**src/rtl/fx2_pkg.sv**
```systemverilog
// Shared constants and FSM state type for the FX2 LED command controller.
package fx2_pkg;

    // FIFOADR encodings for the two FX2 endpoints this block talks to.
    localparam logic [1:0] FIFO2_ADR = 2'b00;
    localparam logic [1:0] FIFO4_ADR = 2'b10;

    // Command opcodes; duty commands occupy OP_DUTY_BASE + channel.
    localparam logic [7:0] OP_DUTY_BASE = 8'h00;
    localparam logic [7:0] OP_DIV       = 8'h10;
    localparam logic [7:0] OP_READBACK  = 8'h20;

    // First byte of every status packet.
    localparam logic [7:0] STATUS_MAGIC = 8'hA5;

    // Command / status transaction sequencer states.
    typedef enum logic [2:0] {
        RD_OP,
        RD_VAL,
        EXEC,
        TURN_W,
        WR0,
        WR1,
        PKT,
        TURN_R
    } fx2_state_t;

endpackage

```
**src/rtl/fx2_pwm_channel.sv**
```systemverilog
// One PWM LED channel: holds its duty value and compares it against the
// shared free-running PWM counter.
module fx2_pwm_channel #(
    parameter int PWM_BITS = 8
) (
    input  logic                FX2_CLK,
    input  logic                FX2_RST,
    input  logic                duty_we,
    input  logic [PWM_BITS-1:0] duty_in,
    input  logic [PWM_BITS-1:0] pwm_cnt,
    output logic                led
);

    logic [PWM_BITS-1:0] duty;

    // Duty register, loaded by the command executor.
    // NOTE: duty is a few plain flops, not a RAM, so it takes the async reset like all other state.
    always_ff @(posedge FX2_CLK or posedge FX2_RST) begin
        if (FX2_RST) duty <= '0;
        else if (duty_we) duty <= duty_in;
    end

    // Registered compare gives a glitch-free LED output one cycle behind pwm_cnt.
    always_ff @(posedge FX2_CLK or posedge FX2_RST) begin
        if (FX2_RST) led <= 1'b0;
        else led <= (pwm_cnt < duty);
    end

endmodule

```
**src/rtl/fx2_led_cmd_ctrl.sv**
```systemverilog
// FX2 LED command controller: reads 2-byte commands from FIFO2, drives PWM
// LEDs and a divided clock tap, and answers readback with a status packet on FIFO4.
module fx2_led_cmd_ctrl
    import fx2_pkg::*;
#(
    parameter int NUM_LEDS = 2,
    parameter int PWM_BITS = 8,
    parameter int DIV_BASE = 20
) (
    input  logic                FX2_CLK,
    input  logic                FX2_RST,
    input  logic [7:0]          FIFO_DATAIN,
    input  logic                FIFO2_data_available,
    input  logic                FIFO4_ready_to_accept_data,
    output logic                FIFO_RD,
    output logic                FIFO_WR,
    output logic [7:0]          FIFO_DATAOUT,
    output logic                FIFO_DATAIN_OE,
    output logic                FIFO_DATAOUT_OE,
    output logic                FIFO_PKTEND,
    output logic [1:0]          FIFO_FIFOADR,
    output logic [NUM_LEDS-1:0] LED,
    output logic                gpio_out
);

    localparam int CNT_W = DIV_BASE + 8;

    fx2_state_t          state, state_next;
    logic [7:0]          op_q, val_q, cmd_cnt;
    logic [2:0]          div_sel;
    logic [PWM_BITS-1:0] pwm_cnt;
    logic [CNT_W-1:0]    cnt;
    logic [7:0]          cnt_top;
    logic                duty_op;
    logic [NUM_LEDS-1:0] duty_we;

    // Handshake strobes are gated by reset so nothing is requested while held in reset.
    assign FIFO_RD = !FX2_RST && (state == RD_OP || state == RD_VAL)
                     && FIFO2_data_available && (FIFO_FIFOADR == FIFO2_ADR);
    assign FIFO_WR = !FX2_RST && (state == WR0 || state == WR1) && FIFO4_ready_to_accept_data;
    assign FIFO_PKTEND = !FX2_RST && (state == PKT) && FIFO4_ready_to_accept_data;

    // State register.
    // NOTE: sequential state uses non-blocking assignments so every flop samples pre-edge values.
    always_ff @(posedge FX2_CLK or posedge FX2_RST) begin
        if (FX2_RST) state <= RD_OP;
        else state <= state_next;
    end

    // Next-state logic: reads and writes advance only on completed transfers.
    // NOTE: defaults first so no path through the case leaves a variable unassigned (no latch).
    always_comb begin
        state_next = state;
        case (state)
            RD_OP:   if (FIFO_RD) state_next = RD_VAL;
            RD_VAL:  if (FIFO_RD) state_next = EXEC;
            EXEC:    state_next = (op_q == OP_READBACK) ? TURN_W : RD_OP;
            TURN_W:  state_next = WR0;
            WR0:     if (FIFO_WR) state_next = WR1;
            WR1:     if (FIFO_WR) state_next = PKT;
            PKT:     if (FIFO_PKTEND) state_next = TURN_R;
            TURN_R:  state_next = RD_OP;
            default: state_next = RD_OP;
        endcase
    end

    // Status byte presented on the bus during the two write states.
    always_comb begin
        FIFO_DATAOUT = 8'h00;
        case (state)
            WR0:     FIFO_DATAOUT = STATUS_MAGIC;
            WR1:     FIFO_DATAOUT = cmd_cnt;
            default: FIFO_DATAOUT = 8'h00;
        endcase
    end

    // Command capture, execution and bus turnaround registers.
    // DATAIN_OE drops at the same edge DATAOUT_OE rises, and rises one cycle
    // after DATAOUT_OE drops, so the two enables never overlap.
    always_ff @(posedge FX2_CLK or posedge FX2_RST) begin
        if (FX2_RST) begin
            op_q            <= 8'h00;
            val_q           <= 8'h00;
            cmd_cnt         <= 8'h00;
            div_sel         <= 3'd0;
            FIFO_FIFOADR    <= FIFO2_ADR;
            FIFO_DATAIN_OE  <= 1'b1;
            FIFO_DATAOUT_OE <= 1'b0;
        end else begin
            if (state == RD_OP && FIFO_RD) op_q <= FIFO_DATAIN;
            if (state == RD_VAL && FIFO_RD) val_q <= FIFO_DATAIN;
            if (state == EXEC) begin
                cmd_cnt <= cmd_cnt + 8'd1;
                if (op_q == OP_DIV) div_sel <= val_q[2:0];
                if (op_q == OP_READBACK) begin
                    FIFO_FIFOADR    <= FIFO4_ADR;
                    FIFO_DATAIN_OE  <= 1'b0;
                    FIFO_DATAOUT_OE <= 1'b1;
                end
            end
            if (FIFO_PKTEND) begin
                FIFO_DATAOUT_OE <= 1'b0;
                FIFO_FIFOADR    <= FIFO2_ADR;
            end
            if (state == TURN_R) FIFO_DATAIN_OE <= 1'b1;
        end
    end

    // Free-running PWM and divider counters.
    always_ff @(posedge FX2_CLK or posedge FX2_RST) begin
        if (FX2_RST) begin
            pwm_cnt <= '0;
            cnt     <= '0;
        end else begin
            pwm_cnt <= pwm_cnt + PWM_BITS'(1);
            cnt     <= cnt + CNT_W'(1);
        end
    end

    assign cnt_top = cnt[DIV_BASE +: 8];

    // Registered divider tap selected by div_sel.
    always_ff @(posedge FX2_CLK or posedge FX2_RST) begin
        if (FX2_RST) gpio_out <= 1'b0;
        else gpio_out <= cnt_top[div_sel];
    end

    // Duty opcodes 0x00..0x0F; channels beyond NUM_LEDS get no write enable.
    assign duty_op = (op_q[7:4] == OP_DUTY_BASE[7:4]);

    for (genvar i = 0; i < NUM_LEDS; i++) begin : g_led
        assign duty_we[i] = (state == EXEC) && duty_op && (op_q[3:0] == 4'(i));

        fx2_pwm_channel #(
            .PWM_BITS(PWM_BITS)
        ) u_chan (
            .FX2_CLK(FX2_CLK),
            .FX2_RST(FX2_RST),
            .duty_we(duty_we[i]),
            .duty_in(PWM_BITS'(val_q)),
            .pwm_cnt(pwm_cnt),
            .led    (LED[i])
        );
    end

endmodule

```
**config.mk**
```make
export PLATFORM = sky130hd
export DESIGN_NAME = fx2_led_cmd_ctrl
export DESIGN_NICKNAME = d
export VERILOG_FILES = /design/src/rtl/fx2_pkg.sv /design/src/rtl/fx2_pwm_channel.sv /design/src/rtl/fx2_led_cmd_ctrl.sv
export SDC_FILE = /design/constraint.sdc
export NUM_CORES = 1
export LEC_CHECK = 0
export CAP_MARGIN = 10
export CORE_MARGIN = 2
export CORE_UTILIZATION = 58
export DETAILED_ROUTE_END_ITERATION = 7
export GPL_ROUTABILITY_DRIVEN = 0
export HOLD_SLACK_MARGIN = 0.12
export PLACE_DENSITY = 0.8
export RECOVER_POWER = 25
export SYNTH_ARGS = -nofsm -noshare
export SYNTH_HDL_FRONTEND = slang
export SYNTH_SLANG_ARGS = --single-unit
```
**constraint.sdc**
```tcl
create_clock -name FX2_CLK -period 4.14 [get_ports FX2_CLK]
set_input_delay 0.621 -clock FX2_CLK [delete_from_list [all_inputs] [get_ports FX2_CLK]]
set_output_delay 0.621 -clock FX2_CLK [all_outputs]
set_load 0.02 [all_outputs]
```
==> impl_results.md <==
* Worst setup EP type: output pin
* Worst Tran Pin Value at 1.03 ns
* Die Width at 87.3 um
* CTS H-tree depth at 3
* Worst-skew pair later-pin latency at 0.35 ns
* Fin Hold WS at 0.472 ns
* Rel. slew slack at 0.316
* Hold Path Depth at 1
* Root Buffer: clkbuf_8
* I/O Buffers at 28
* WL/cell at 15.1 um
* CTS resizes at 0
* Worst hold endpoint: cmd_cnt[7]$_DFFE_PP0P_
* Syn Nets at 363
* Top cell type's share of synthesized area at 0.535
* CTS tree: done
* CTS max path bufs at 2
* Initial antenna violation count at 0
* Main flop type after synthesis: dfrtp_1
* Fin. Hold Viols at 0
* Area Growth Syn to Fin at 12.8%
* Worst vdd ir at 0.275 mV
* Reg-to-Reg End: g_led[1].u_chan.duty[0]$_DFFE_PP0P_
* Via count at 2459
* Avg Synthesized Cell Area at 12.1 um2
* CTS Sinks at 87
* CP max-delay cell: clkdlybuf4s50_1
* Count leader, synth: dfrtp_1
* WL final at 6770 um
* Top cells by area, synth: dfrtp_1 53%, mux2_2 8.4%, xnor2_1 6.5%
* Synthesized area at 4030 um2
* Core Footprint at 6760 um2
* Dominant cell type by area after synthesis: dfrtp_1
* Setup TNS at 0 ns
* Final period util at 0.752
* Pwr Density at 493 nW/um2
* Total GRT Usage at 0.200
* Initial DRC Count at 138
* Max-cap violations at 0
* Final non-filler cell total at 448
* Crit path arrival time at 2.49 ns
* Clock transition at path regs at 0.07 ns
* HP Class: flip-flop to flip-flop
* Worst path max stage delay at 0.66 ns
* DRT Pass-1 Iters at 4
* WS Path Type: primary input to output pin
* Critical path required time at 3.52 ns
* Final setup viols at 0
* Share of post-route cells with drive strength above 1 at 0.141
* Ant. Diodes at 0
* Via density at 5.49
* Number of distinct library cells after synthesis at 42
* Inst Count DP at 432
* Die ar. at 7620 um2
* Num rows at 30
* CP Cell Sequence: dlygate4sd3_1 -> clkinvlp_2 -> nand3_1 -> nor3_1 -> clkdlybuf4s50_1
* Flop-to-flop setup slack at 1.57 ns
* CTS Buf Count at 9
* Final Max Slew Viols at 0
* Hold Buf Count CTS at 0
* Setup Skew at 0.00755 ns
* Worst-path fanout max at 5
* Syn. warnings at 0
* Period minus WS final at 3.11 ns
* Chip Height at 87.3 um
* Power Total at 2.24 mW
* Post-CTS Setup Inserts at 0
* Leak pwr at 2.03 nW
* IO Count at 30
* Hold_sp: cmd_cnt[7]$_DFFE_PP0P_
* Synth Instances at 334
* Total global routing overflow at 0
* R2R Path Start: state[0]$_DFFE_PP0P_
* RSZ-0062 raised after global routing: false
* Post-synth EDFFs at 0
* DRC violation count after routing at 0
* Vias in the first global route at 2496
* CP startpoint kind: primary input
* Status: finished, final reports clean
* Synth cell count leaders: 86 x dfrtp_1, 30 x mux2_2, 30 x xnor2_1, 25 x nand2_1, 22 x inv_1
* Final HPWL DP at 4700 um
* Synthesis-stage register bit count at 87
* Sequential share of the synthesized area at 0.541
* Worst Reg-to-Reg Cells at 4
* Remaining antenna violation count at 0
* Final #Nets at 392
* Global-route wire length before repair at 11700 um
* Starting Density at 0.596
* Largest net degree at the start of global routing at 86
* Share of synthesized flip-flops with an asynchronous set or reset at 1.00
* Fmax at 0.321 GHz
[critical path: cells and delay by family]
kind | cells | cell delay (ns)
AND/OR/NAND/NOR | 2 | 0.47
buffers and inverters | 3 | 1.41
[state kept, by name, indices dropped and copies added, names as in the netlist]
name / cells
cnt: 28
g_led.u_chan.duty: 16
cmd_cnt: 8
op_q: 8
pwm_cnt: 8
val_q: 8
div_sel: 3
state: 3
g_led.u_chan.led: 2
FIFO_DATAIN_OE: 1
FIFO_FIFOADR: 1
gpio_out: 1
[power by group]
part | switching (mW) | internal (mW) | leakage (nW)
logic | 0.209 | 0.246 | 0.774
clock network | 0.274 | 0.373 | 0.114
registers | 0.148 | 0.988 | 1.14
[placed cells by master (no fill, tap or decap), types with 2 or more instances in the layout]
cell             netlist  final
xor2_1                11     11
xnor2_1               30     30
bufinv_16              0      2
mux2_2                30     30
nand4_1                8      8
clkdlybuf4s50_1        0     27
o2111ai_1              2      2
nor3_1                 3      4
and3_1                10     10
nand3_1               15     16
and4_1                 4      4
nand2b_1               4      4
nor4_1                 2      2
inv_1                 22     21
nor3b_1                1      2
nor2_1                 8      8
nand2_1               25     25
a211oi_1               2      2
and2_1                 2      2
clkbuf_1               2      2
mux4_2                 2      2
a21o_1                 4      4
clkbuf_8               0     11
ha_1                  17     17
nand3b_1               2      2
o21ai_0               10     10
dfrtp_1               86     86
a21oi_1                8      8
nor2b_1                2      2
[cell type report]
type                       instances  area (um2)
clock buffer                      13         159
clock inverter                     3        65.1
fill                             488        2210
inverter                          22        83.8
multi-input combinational        214        1670
sequential                        87        2180
tap                               80         100
timing repair buffer              29         288
[kinds of logic after synthesis]
kind of cell,share of synthesized area
AND/OR/NAND/NOR,0.136
flip-flops,0.541
XOR/XNOR,0.0892
buffers and inverters,0.0392
multiplexers,0.0951
AO/OA/AOI/OAI,0.0457
adder cells (fa/ha/maj),0.0528
other,0.000932
[metrics by stage]
stage	instance area [um2]	utilization	setup WS, ns
finish	4540	0.672	1.03
global placement	4340	0.643	1.21
CTS	4570	0.676	1.21
floorplan	4030	-	0.809
detailed placement	4340	0.643	1.20
global route	4540	0.672	0.961
[routing by layer]
metal,vias to the layer above,global-route usage,wire length [um]
li1,1203,-,-
met1,1208,0.260,3050
met2,37,0.321,3390
met3,11,0.0578,234
met4,0,0.0727,96
met5,-,0,0
[how the worst max path moves through the flow]
stage,from,endpoint
4_1_cts,FX2_RST,FIFO_RD
6_report,FX2_RST,FIFO_RD
5_1_grt,FX2_RST,FIFO_RD
3_5_place_dp,FX2_RST,FIFO_RD
2_1_floorplan,FX2_RST,val_q[0]$_DFFE_PP0P_
3_3_place_gp,FX2_RST,FIFO_RD
No activity file was read; power rests on OpenSTA's default activity.
